[config.mk]
export PLATFORM = sky130hd
export DESIGN_NAME = seq_divider_flat
export DESIGN_NICKNAME = d
export VERILOG_FILES = /design/src/rtl/seq_divider_if.sv /design/src/rtl/seq_divider.sv /design/src/flat_wrapper.sv
export SDC_FILE = /design/constraint.sdc
export NUM_CORES = 1
export LEC_CHECK = 0
export ABC_AREA = 1
export BUFFER_PORTS_ARGS = -buffer_cell sky130_fd_sc_hd__buf_4
export CAP_MARGIN = 20
export CORE_ASPECT_RATIO = 1.25
export CORE_MARGIN = 8
export CORE_UTILIZATION = 40
export CTS_CLUSTER_DIAMETER = 60
export DETAILED_ROUTE_END_ITERATION = 10
export GPL_ROUTABILITY_DRIVEN = 0
export PLACE_DENSITY = 0.61
export RECOVER_POWER = 100
export REMOVE_ABC_BUFFERS = 1
export SLEW_MARGIN = 15
export SYNTH_ARGS = -nofsm -noshare
export SYNTH_HDL_FRONTEND = slang
export SYNTH_SLANG_ARGS = --single-unit
[constraint.sdc]
create_clock -name clk -period 5.5 [get_ports clk]
set_input_delay 1.1 -clock clk [delete_from_list [all_inputs] [get_ports clk]]
set_output_delay 1.1 -clock clk [all_outputs]
set_load 0.005 [all_outputs]
[src/rtl/seq_divider_if.sv]
// Divide request/response bundle between the execute stage and seq_divider.
interface seq_divider_if;
   logic         valid;
   logic         wordEn;
   logic [63:0]  a;
   logic [63:0]  b;
   logic         done;
   logic [127:0] c;

   // Execute stage side: issues operands, consumes the result.
   modport master (
      output valid, wordEn, a, b,
      input  done, c
   );

   // Divider side.
   modport slave (
      input  valid, wordEn, a, b,
      output done, c
   );
endinterface

[src/rtl/seq_divider.sv]
// Iterative radix-2 restoring unsigned divider, one quotient bit per cycle.
// 64-bit mode runs 64 iterations; word mode runs 32 on a pre-shifted dividend
// and returns sign-extended 32-bit quotient/remainder.
module seq_divider (
   input  logic         clk,
   input  logic         reset,
   seq_divider_if.slave bus
);

   typedef enum logic [1:0] {
      IDLE,
      BUSY,
      DONE
   } state_t;

   state_t       state_q, state_d;
   logic [63:0]  divisor_q, divisor_d;
   logic [63:0]  dividend_q, dividend_d;
   logic [63:0]  rem_q, rem_d;
   logic [63:0]  quot_q, quot_d;
   logic [6:0]   cnt_q, cnt_d;
   logic         word_q, word_d;
   logic         done_q, done_d;
   logic [127:0] c_q, c_d;

   // The partial remainder is always below the divisor, so 64 bits hold it;
   // only the trial value needs the 65th bit.
   logic [64:0]  trial;
   logic [63:0]  diff;
   logic         ge;
   logic [63:0]  rem_next;
   logic [63:0]  quot_next;

   // One restoring step: shift in the next dividend bit and try to subtract.
   always_comb begin
      trial     = {rem_q, dividend_q[63]};
      ge        = (trial >= {1'b0, divisor_q});
      diff      = trial[63:0] - divisor_q;
      rem_next  = ge ? diff : trial[63:0];
      quot_next = {quot_q[62:0], ge};
   end

   // Next-state and datapath control for the IDLE/BUSY/DONE sequence.
   always_comb begin
      state_d    = state_q;
      divisor_d  = divisor_q;
      dividend_d = dividend_q;
      rem_d      = rem_q;
      quot_d     = quot_q;
      cnt_d      = cnt_q;
      word_d     = word_q;
      done_d     = 1'b0;
      c_d        = c_q;
      case (state_q)
         IDLE: begin
            if (bus.valid) begin
               divisor_d  = bus.wordEn ? {32'b0, bus.b[31:0]} : bus.b;
               // Word dividend sits in the top half so MSB-first shifting is shared.
               dividend_d = bus.wordEn ? {bus.a[31:0], 32'b0} : bus.a;
               word_d     = bus.wordEn;
               rem_d      = '0;
               quot_d     = '0;
               cnt_d      = bus.wordEn ? 7'd32 : 7'd64;
               state_d    = BUSY;
            end
         end
         BUSY: begin
            rem_d      = rem_next;
            quot_d     = quot_next;
            dividend_d = {dividend_q[62:0], 1'b0};
            cnt_d      = cnt_q - 7'd1;
            if (cnt_q == 7'd1) begin
               state_d = DONE;
               done_d  = 1'b1;
               if (word_q) begin
                  c_d = {{32{rem_next[31]}}, rem_next[31:0],
                         {32{quot_next[31]}}, quot_next[31:0]};
               end else begin
                  c_d = {rem_next, quot_next};
               end
            end
         end
         DONE: begin
            state_d = IDLE;
         end
         default: begin
            state_d = IDLE;
         end
      endcase
   end

   // State and datapath registers with synchronous reset.
   always_ff @(posedge clk) begin
      if (reset) begin
         state_q    <= IDLE;
         divisor_q  <= '0;
         dividend_q <= '0;
         rem_q      <= '0;
         quot_q     <= '0;
         cnt_q      <= '0;
         word_q     <= 1'b0;
         done_q     <= 1'b0;
         c_q        <= '0;
      end else begin
         state_q    <= state_d;
         divisor_q  <= divisor_d;
         dividend_q <= dividend_d;
         rem_q      <= rem_d;
         quot_q     <= quot_d;
         cnt_q      <= cnt_d;
         word_q     <= word_d;
         done_q     <= done_d;
         c_q        <= c_d;
      end
   end

   assign bus.done = done_q;
   assign bus.c    = c_q;

endmodule
[src/flat_wrapper.sv]
// flat-port wrapper written by rule: the top's interface ports become plain ports
module seq_divider_flat 
  (clk, reset, bus_valid, bus_wordEn, bus_a, bus_b, bus_done, bus_c);
  seq_divider_if bus_i ();
  input  logic clk;
  input  logic reset;
  input wire logic [$bits(bus_i.valid)-1:0] bus_valid;
  input wire logic [$bits(bus_i.wordEn)-1:0] bus_wordEn;
  input wire logic [$bits(bus_i.a)-1:0] bus_a;
  input wire logic [$bits(bus_i.b)-1:0] bus_b;
  output wire logic [$bits(bus_i.done)-1:0] bus_done;
  output wire logic [$bits(bus_i.c)-1:0] bus_c;
  assign bus_i.valid = bus_valid;
  assign bus_i.wordEn = bus_wordEn;
  assign bus_i.a = bus_a;
  assign bus_i.b = bus_b;
  assign bus_done = bus_i.done;
  assign bus_c = bus_i.c;
  seq_divider u_core (.clk(clk), .reset(reset), .bus(bus_i));
endmodule
# Word level (Yosys, flattened, before mapping)

Index checks and enable logic that the tools add are counted.

Add/sub/neg operators: 2
Multipliers: 0
Divide/modulo/power cells: 0
Magnitude comparators: 1
Eq/ne operators: 4
Shift-type cells: 0
Muxes and demuxes: 16
Bitwise operators: 1
Reductions and logical operators: 7

Operator list:

| kind                | count |
|---|---|
| $mux 64             | 5 |
| $pmux 64 s2         | 2 |
| $mux 128            | 1 |
| $pmux 63 s2         | 1 |
| $ge 65x64->1        | 1 |
| $sub 64x64->64      | 1 |
| $mux 7              | 2 |
| $pmux 7 s2          | 1 |
| $reduce_and 2->1    | 4 |
| $eq 7x1->1 const B  | 1 |
| $sub 7x1->7 const B | 1 |
| $mux 2              | 2 |
| $pmux 2 s2          | 1 |
| $eq 2x1->1 const B  | 1 |
| $logic_not 2->1     | 1 |
| $ne 2x1->1 const B  | 1 |
| $ne 2x2->1 const B  | 1 |
| $reduce_bool 2->1   | 1 |
| $reduce_or 2->1     | 1 |
| $mux 1              | 1 |
| $not 1->1           | 1 |

Bits in registers: 394
Latch bits: 0
Bits in writable memories: 0
Bits in read-only memories: 0
Output and inout port bits: 129
Word-level logic and storage cells: 40
Memories: 0

# Depth between registers and ports, before layout

Gate-level depths: netlist of run 1.

Word-level depth: 3
Depth in mapped cells: 20
Mapped depth without buffers: 19

# Worst setup path after synthesis of run 1

No wires, ideal clock.

Path type: input -> register
Start point: input bus_valid
End point: register u_core.dividend_q[41]
Setup time: 0.057 ns
Arrival time: 2.433 ns
Setup slack: 3.011 ns
Stages on the path: 9
Buffers on the path: 1
Path through: nand2_1 > nor2_1 > inv_2 > nor2_1 > inv_1 > clkbuf_1 > o2111ai_1 > nand2_1 > inv_1

Longest elaborated chain between the ends: 2

Ends and longest elaborated chain:

| item                       | RTL line           | text |
|---|---|---|
| start, declared            | flat_wrapper.sv:7  | `input wire logic [$bits(bus_i.valid)-1:0] bus_valid;` |
| $ne 2x2->1 (no line)       | -                  |  |
| $reduce_and 2->1 (no line) | -                  |  |
| end signal, assigned       | seq_divider.sv:107 | `dividend_q <= dividend_d;` |
| end, declared              | seq_divider.sv:18  | `logic [63:0] dividend_q, dividend_d;` |

No other way between the ends.
A chain may end at the register's enable or synchronous reset.

# Worst setup path in the final report of run 1

Start point: register u_core.state_q[0]
End point: register u_core.c_q[69], in the netlist u_core.bus.c[69]

Longest elaborated chain between the ends: 2

Ends and longest elaborated chain:

| item                       | RTL line           | text |
|---|---|---|
| start, declared            | seq_divider.sv:16  | `state_t state_q, state_d;` |
| start signal, assigned     | seq_divider.sv:105 | `state_q <= state_d;` |
| $eq 2x1->1                 | seq_divider.sv:54  | `case (state_q)` |
| $reduce_and 2->1 (no line) | -                  |  |
| end signal, assigned       | seq_divider.sv:103 | `c_q <= '0;` |
| end signal, assigned       | seq_divider.sv:113 | `c_q <= c_d;` |
| end, declared              | seq_divider.sv:24  | `logic [127:0] c_q, c_d;` |

No other way between the ends.

==> results.md, run 1 <==
* Status: finished, violations left
* Failing checks: capacitance limit, slew limit
* Max_cap viols at 3
* Number of stages on the worst setup path at 9
* Post-DRT Antenna Nets at 0
* Post-Synth Adder-Cell Area at 3.921%
* Critical path buffers and inverters at 5
* Slew at the pin with the worst max-slew slack at 2168 ps
* Post-route cell area at 25040 um^2
* Post-Syn Instances at 3375
* Grt ovf at 0
* Clk slew on worst S/H paths at 60 ps
* Crit-path slowest cell: nor2_1
* Hpwl dp at 49950 um
* Fin crit share at 78.53%
* Avg Synthesized Cell Area at 6.391 um^2
* Crit path arrival time at 4800 ps
* Share of layout cells above drive strength 1 at 9.432%
* Hold/Removal Path Class: flop to flop
* Post-synth cell types at 55
* Asr flop ratio synth at 0%
* Xor/xnor cell area share of the yosys netlist at 1.299%
* Die width at 223.7 um
* Initial antenna violation count at 0
* DRC viols at 0
* Clock tree root driver cell: clkbuf_16
* Hold_buf cts at 0
* Max FO, Critical Path at 41
* TritonCTS clock tree: done
* CP cell instances: inv_1, nor2_1, inv_1, nor2_1, inv_1, nor2_4, buf_4, inv_1, o21ai_0
* Crit path launch type: flop
* Post-synthesis instance area at 21570 um^2
* First-pass DRT Iterations at 6
* Final Non-Filler Cells at 4252
* Setup CP Type: flop to flop
* Simple-gate area share of the yosys netlist at 30.53%
* Clock sinks at 394
* Iter 0 DRT Violations at 1381
* Layout area overhead at 16.10%
* Fmax at 231.5 MHz
* Io pins at 261
* Post-synth EDFFs at 0
* Hold Path Cell Cnt at 2
* Average wire per cell in the routed design at 16.27 um
* Largest net degree at the start of global routing at 194
* IO Port Bufs at 260
* Worst-Skew Late Latency at 580 ps
* Critical path's most frequent cell: inv_1
* Vias at 21240
* Initial Utilization at 40.33%
* Total GRT Usage at 21.64%
* Fillers at 5855
* Num rows at 95
* Core Footprint at 53490 um^2
* # H-tree levels at 2
* Yosys warnings at 0
* Most frequent cells in the layout: nand2_1 (1182), inv_1 (503), dfxtp_1 (394), a21oi_1 (280), nand3_1 (220)
* Final Hold Violating Endpoints at 0
* Synth area leader: dfxtp_1
* Max clock buf depth at 3
* Setup crit end kind: flop
* Die Ht at 275.6 um
* Top FF cell, synth: dfxtp_1
* Critical Path RT at 5980 ps
* Sequential area share after synthesis at 36.57%
* #FFs+latches synth at 394
* RSZ-0062 raised after global routing: no
* Top post-synthesis cells by area: dfxtp_1 (37%), nand2_1 (21%), inv_1 (8.7%)
* Die area at 61660 um^2
* Endpoints failing setup at 0
* Post CTS Setup Buffer Count at 0
* Crit path largest cell delay at 1590 ps
* Cell Area, Placed at 23890 um^2
* TritonCTS Buffers at 44
* Synth Area in Compound Gates at 15.67%
* N_diodes at 0
* Worst slew margin at -45.08%
* Tmin final at 4319 ps
* Worst R2R Path Depth at 9
* Commonest non-fill, non-tap cell in the layout: nand2_1
* # nets final at 3738
* Post-cts gate resize count at 0
* CP top delay family: simple AND/OR/NAND/NOR gates
* Main combinational cell family by area after synthesis: simple AND/OR/NAND/NOR gates
* Final Skew at 16.86 ps
* First-pass GRT wire length at 108200 um
* Top-area cell type share of the netlist area at 36.57%
* Mux cell area share after synthesis at 0%
* Cell total after placement at 4171
* Wirelength, routed at 69180 um
* Vias/cell at 4.995
* Vias in the first global route at 20150
* Max Slew Vio Count at 154
==> sequential cells by signal, summed over array words and instances, names as in the netlist <==
register	count
u_core.cnt_q	7
u_core.state_q	2
u_core.bus.c	128
u_core.divisor_q	64
u_core.bus.done	1
u_core.word_q	1
u_core.quot_q	63
u_core.rem_q	64
u_core.dividend_q	64
==> path summary, 6_finish.rpt <==
path	startpoint	endpoint	slack, ps
worst max register to register	u_core.state_q[0]$_SDFFE_PP0P_	u_core.bus.c[69]$_SDFFE_PP0P_	1180
worst max-delay path	u_core.state_q[0]$_SDFFE_PP0P_	u_core.bus.c[69]$_SDFFE_PP0P_	1180
worst min register to register	u_core.quot_q[10]$_SDFFE_PP0P_	u_core.bus.c[11]$_SDFFE_PP0P_	460
worst min-delay path	u_core.quot_q[10]$_SDFFE_PP0P_	u_core.bus.c[11]$_SDFFE_PP0P_	460
==> cells by family after synthesis <==
logic type      after synthesis
compound gates              592
xor+xnor                     32
fa+ha+maj                    67
buf+inv                     665
flops                       394
simple gates               1625
==> final cells by class <==
type                            instances  area, um^2  area share, %
Clock inverter                         18       131.4         0.5246
Multi-Input combinational cell       2316       11060          44.18
Inverter                              507        1912          7.634
Clock buffer                           62        1269          5.066
Sequential cell                       394        7888          31.50
Timing Repair Buffer                  276        1931          7.709
Tap cell                              679       849.6          3.392
==> per-layer routing <==
layer  track usage, %  routed length (um)  vias up  part of all wire, %
met4            7.997                2564        0                  3.7
met3            4.060                3603      145                  5.2
met2            39.16               34280      483                   50
li1                 -                   -    11000                    -
met5                0                   0        -                    0
met1            25.16               28730     9608                   42
==> stage by stage <==
| step | util, % | TNS (ps) | setup WS (ps) | hold WS, ps |
|---|---|---|---|---|
| detailed placement | 44.66 | 0 | 1603 | 458.2 |
| global route | 46.82 | 0 | 817.4 | 478.4 |
| CTS | 47.27 | 0 | 1763 | 466.0 |
| finish | 46.82 | 0 | 1181 | 463.7 |
| global placement | 44.66 | 0 | 1619 | 449.9 |
| floorplan | - | -3144640 | -12840 | 435.3 |
==> tightest hold or removal path: cells and delay by family (launching register included) <==
family	cells	cell delay (ps)
and+or+nand+nor	2	100
DFF	1	320
==> cell usage after synthesis, drive strengths merged, types with 12 or more instances <==
library cell	n
buf	34
nand4	22
xnor2	20
nor3	12
a21oi	300
a22oi	47
o211ai	21
nand2	1187
o21ai	184
xor2	12
nand3	221
nor2	162
clkbuf	124
ha	66
inv	506
dfxtp	394
o2111ai	12
Power of run 1 is left out: the tool's default activity adds up to more than one toggle a clock period on the data nets, which glitch-free logic cannot reach.
==> run 2, diff against run 1 <==
Clock period 5.5 ns to 4.5 ns, I/O delays scaled along.
==> run 2 against run 1 <==
Core utilization up 0.42 points. The flow still finishes with violations (capacitance limit, slew limit). Critical path depth fell by 2. Clock skew is 12 ps higher. Cell area is 0.89% higher. Non-clock buffer count grew 8.
==> results.md, run 2 (same netlist as run 1, synthesis figures left out) <==
* Largest register FFs at 128 (unchanged)
* TritonCTS Buffers at 44 (unchanged)
* Num rows at 95 (unchanged)
* Clock sinks at 394 (unchanged)
* Post-route cell area at 25270 um^2 (+0.89%)
* Layout area overhead at 17.13%
* Critical Path RT at 5010 ps (-970 ps)
* Io pins at 261 (unchanged)
* Crit path arrival time at 4150 ps (-650 ps)
* Largest net degree at the start of global routing at 194 (unchanged)
* First-pass DRT Iterations at 6 (unchanged)
* Switching pwr at 12600 uW
* Final Hold Violating Endpoints at 0 (unchanged)
* Grt ovf at 0 (unchanged)
* Core Footprint at 53490 um^2 (unchanged)
* Max_cap viols at 2 (-1)
* Setup CP Type: flop to flop
* Worst slew margin at -38.35% (+6.7 points)
* Leak at 0.01226 uW
* # nets final at 3746 (+0.21%)
* Sw Ratio at 53.88%
* Post-cts gate resize count at 0 (unchanged)
* Die area at 61660 um^2 (unchanged)
* Crit path launch type: flop
* Min-delay src: u_core.quot_q[10]$_SDFFE_PP0P_
* Failing checks: capacitance limit, slew limit
* Grt peak-use layer: met2
* Met3 usage at 3.986% (-0.074 points)
* Pwr Total at 23380 uW
* Cell total after placement at 4179 (+0.19%)
* First-pass GRT wire length at 110000 um (+1.7%)
* Max Slew Vio Count at 211 (+37%)
* Hold/Removal Path Class: flop to flop
* Post CTS Setup Buffer Count at 0 (unchanged)
* Max FO, Critical Path at 193 (+370%)
* TritonCTS clock tree: done
* DRC viols at 0 (unchanged)
* Clock tree root driver cell: clkbuf_16
* Hpwl dp at 50750 um (+1.6%)
* Final setup TNS at 0 ps (unchanged)
* IO Port Bufs at 260 (unchanged)
* Worst Setup SP: u_core.state_q[0]$_SDFFE_PP0P_
* N_diodes at 0 (unchanged)
* Die width at 223.7 um (unchanged)
* Seq pwr share at 17.8%
* # H-tree levels at 2 (unchanged)
* Vias at 21260 (+0.12%)
* Total GRT Usage at 22.07% (+0.43 points)
* Power Internal at 10780 uW
* Slew at the pin with the worst max-slew slack at 2075 ps (-92.93 ps)
* Endpoints failing setup at 0 (unchanged)
* Comb pwr share at 64.9%
* Fmax at 274.7 MHz (+19%)
* Setup crit end kind: flop
* Worst-Skew Late Latency at 590 ps (about the same)
* Post-DRT Antenna Nets at 0 (unchanged)
* Average wire per cell in the routed design at 16.48 um (+1.3%)
* Cell Area, Placed at 23960 um^2 (+0.30%)
* Share of layout cells above drive strength 1 at 9.266% (-0.17 points)
* Wirelength, routed at 70250 um (+1.6%)
* Hold_buf cts at 0 (unchanged)
* Worst flop-to-flop path startpoint: u_core.state_q[0]$_SDFFE_PP0P_
* Iter 0 DRT Violations at 1469 (+6.4%)
* Fin crit share at 80.89% (+2.4 points)
* Status: finished, violations left
* Most frequent cells in the layout: nand2_1 (1183), inv_1 (501), dfxtp_1 (394), a21oi_1 (297), nand3_1 (220)
* PwrDens at 925.3 nW/um^2
* Clk pwr share at 17.3%
* Final Skew at 28.37 ps (+11.51 ps)
* M1 GR Usage at 26.15% (+0.99 points)
* IR drop worst, VDD at 1.130 mV
* Die Ht at 275.6 um (unchanged)
* Vias in the first global route at 20390 (+1.2%)
* Vias/cell at 4.989 (-0.12%)
* RSZ-0062 raised after global routing: no
* M2 GR Usage at 39.25% (+0.081 points)
* Initial Utilization at 40.33% (unchanged)
* Initial antenna violation count at 0 (unchanged)
* Final Non-Filler Cells at 4262 (+0.24%)
* Commonest non-fill, non-tap cell in the layout: nand2_1
* Tmin final at 3640 ps (-679.3 ps)
* Clk slew on worst S/H paths at 60 ps (about the same)
* Max clock buf depth at 3 (unchanged)
## run 2: cell count changes in the layout (fill, tap and decap cells not counted), sizes merged
cell and change:
buf +4, bufinv +9, clkbuf -6, clkinv +5, clkinvlp +1, inv -3
## run 2: final timing paths
kind	endpoint	slack (ps)	cells past startpoint
worst max-delay path	u_core.quot_q[6]$_SDFFE_PP0P_	860	7
worst min-delay path	u_core.bus.c[11]$_SDFFE_PP0P_	460	2
worst max register to register	u_core.quot_q[6]$_SDFFE_PP0P_	860	7
worst min register to register	u_core.bus.c[11]$_SDFFE_PP0P_	460	2
## run 2: through the flow
step                      hold slack, ps  setup WS [ps]  util [%]
after detailed placement           455.0           1203     44.79
final                              462.9          860.1     47.24
after global placement             452.3           1253     44.79
after floorplan                    435.3         -13840         -
after CTS                          465.6           1215     47.89
after global routing               472.5          509.6     47.24
## run 2: metal layers
| layer | routed length, um | vias to the layer above |
|---|---|---|
| li1 | - | 11010 |
| met1 | 29540 | 9630 |
| met2 | 34420 | 487 |
| met3 | 3590 | 134 |
| met4 | 2699 | 0 |
| met5 | 0 | - |
## run 2: power groups by stage
| stage | Combinational, uW | Clock [uW] | Sequential, uW |
|---|---|---|---|
| after CTS | 15300 | 4140 | 4170 |
| after global placement | 15100 | 0 | 4240 |
| final | 15200 | 4040 | 4170 |
| after detailed placement | 15200 | 0 | 4240 |
| after global routing | 16900 | 4290 | 4220 |
| after floorplan | 10700 | 0 | 4160 |
## run 2: cell type report
type	count	area, um^2
Fill cell	5867	28220
Multi-Input combinational cell	2316	11010
Sequential cell	394	7888
Timing Repair Buffer	284	1952
Inverter	507	1911
Clock buffer	52	1202
Tap cell	679	849.6
Clock inverter	30	456.7
## run 2: worst max-delay path, stage by stage, from the launching register on
cell	delay [ps]
dfxtp_1	300
inv_1	60
nor2_1	80
buf_12	260
nor2_4	720
buf_2	1560
nand2_1	180
a21oi_1	210
Note: power is estimated with default switching activity, not from simulation.
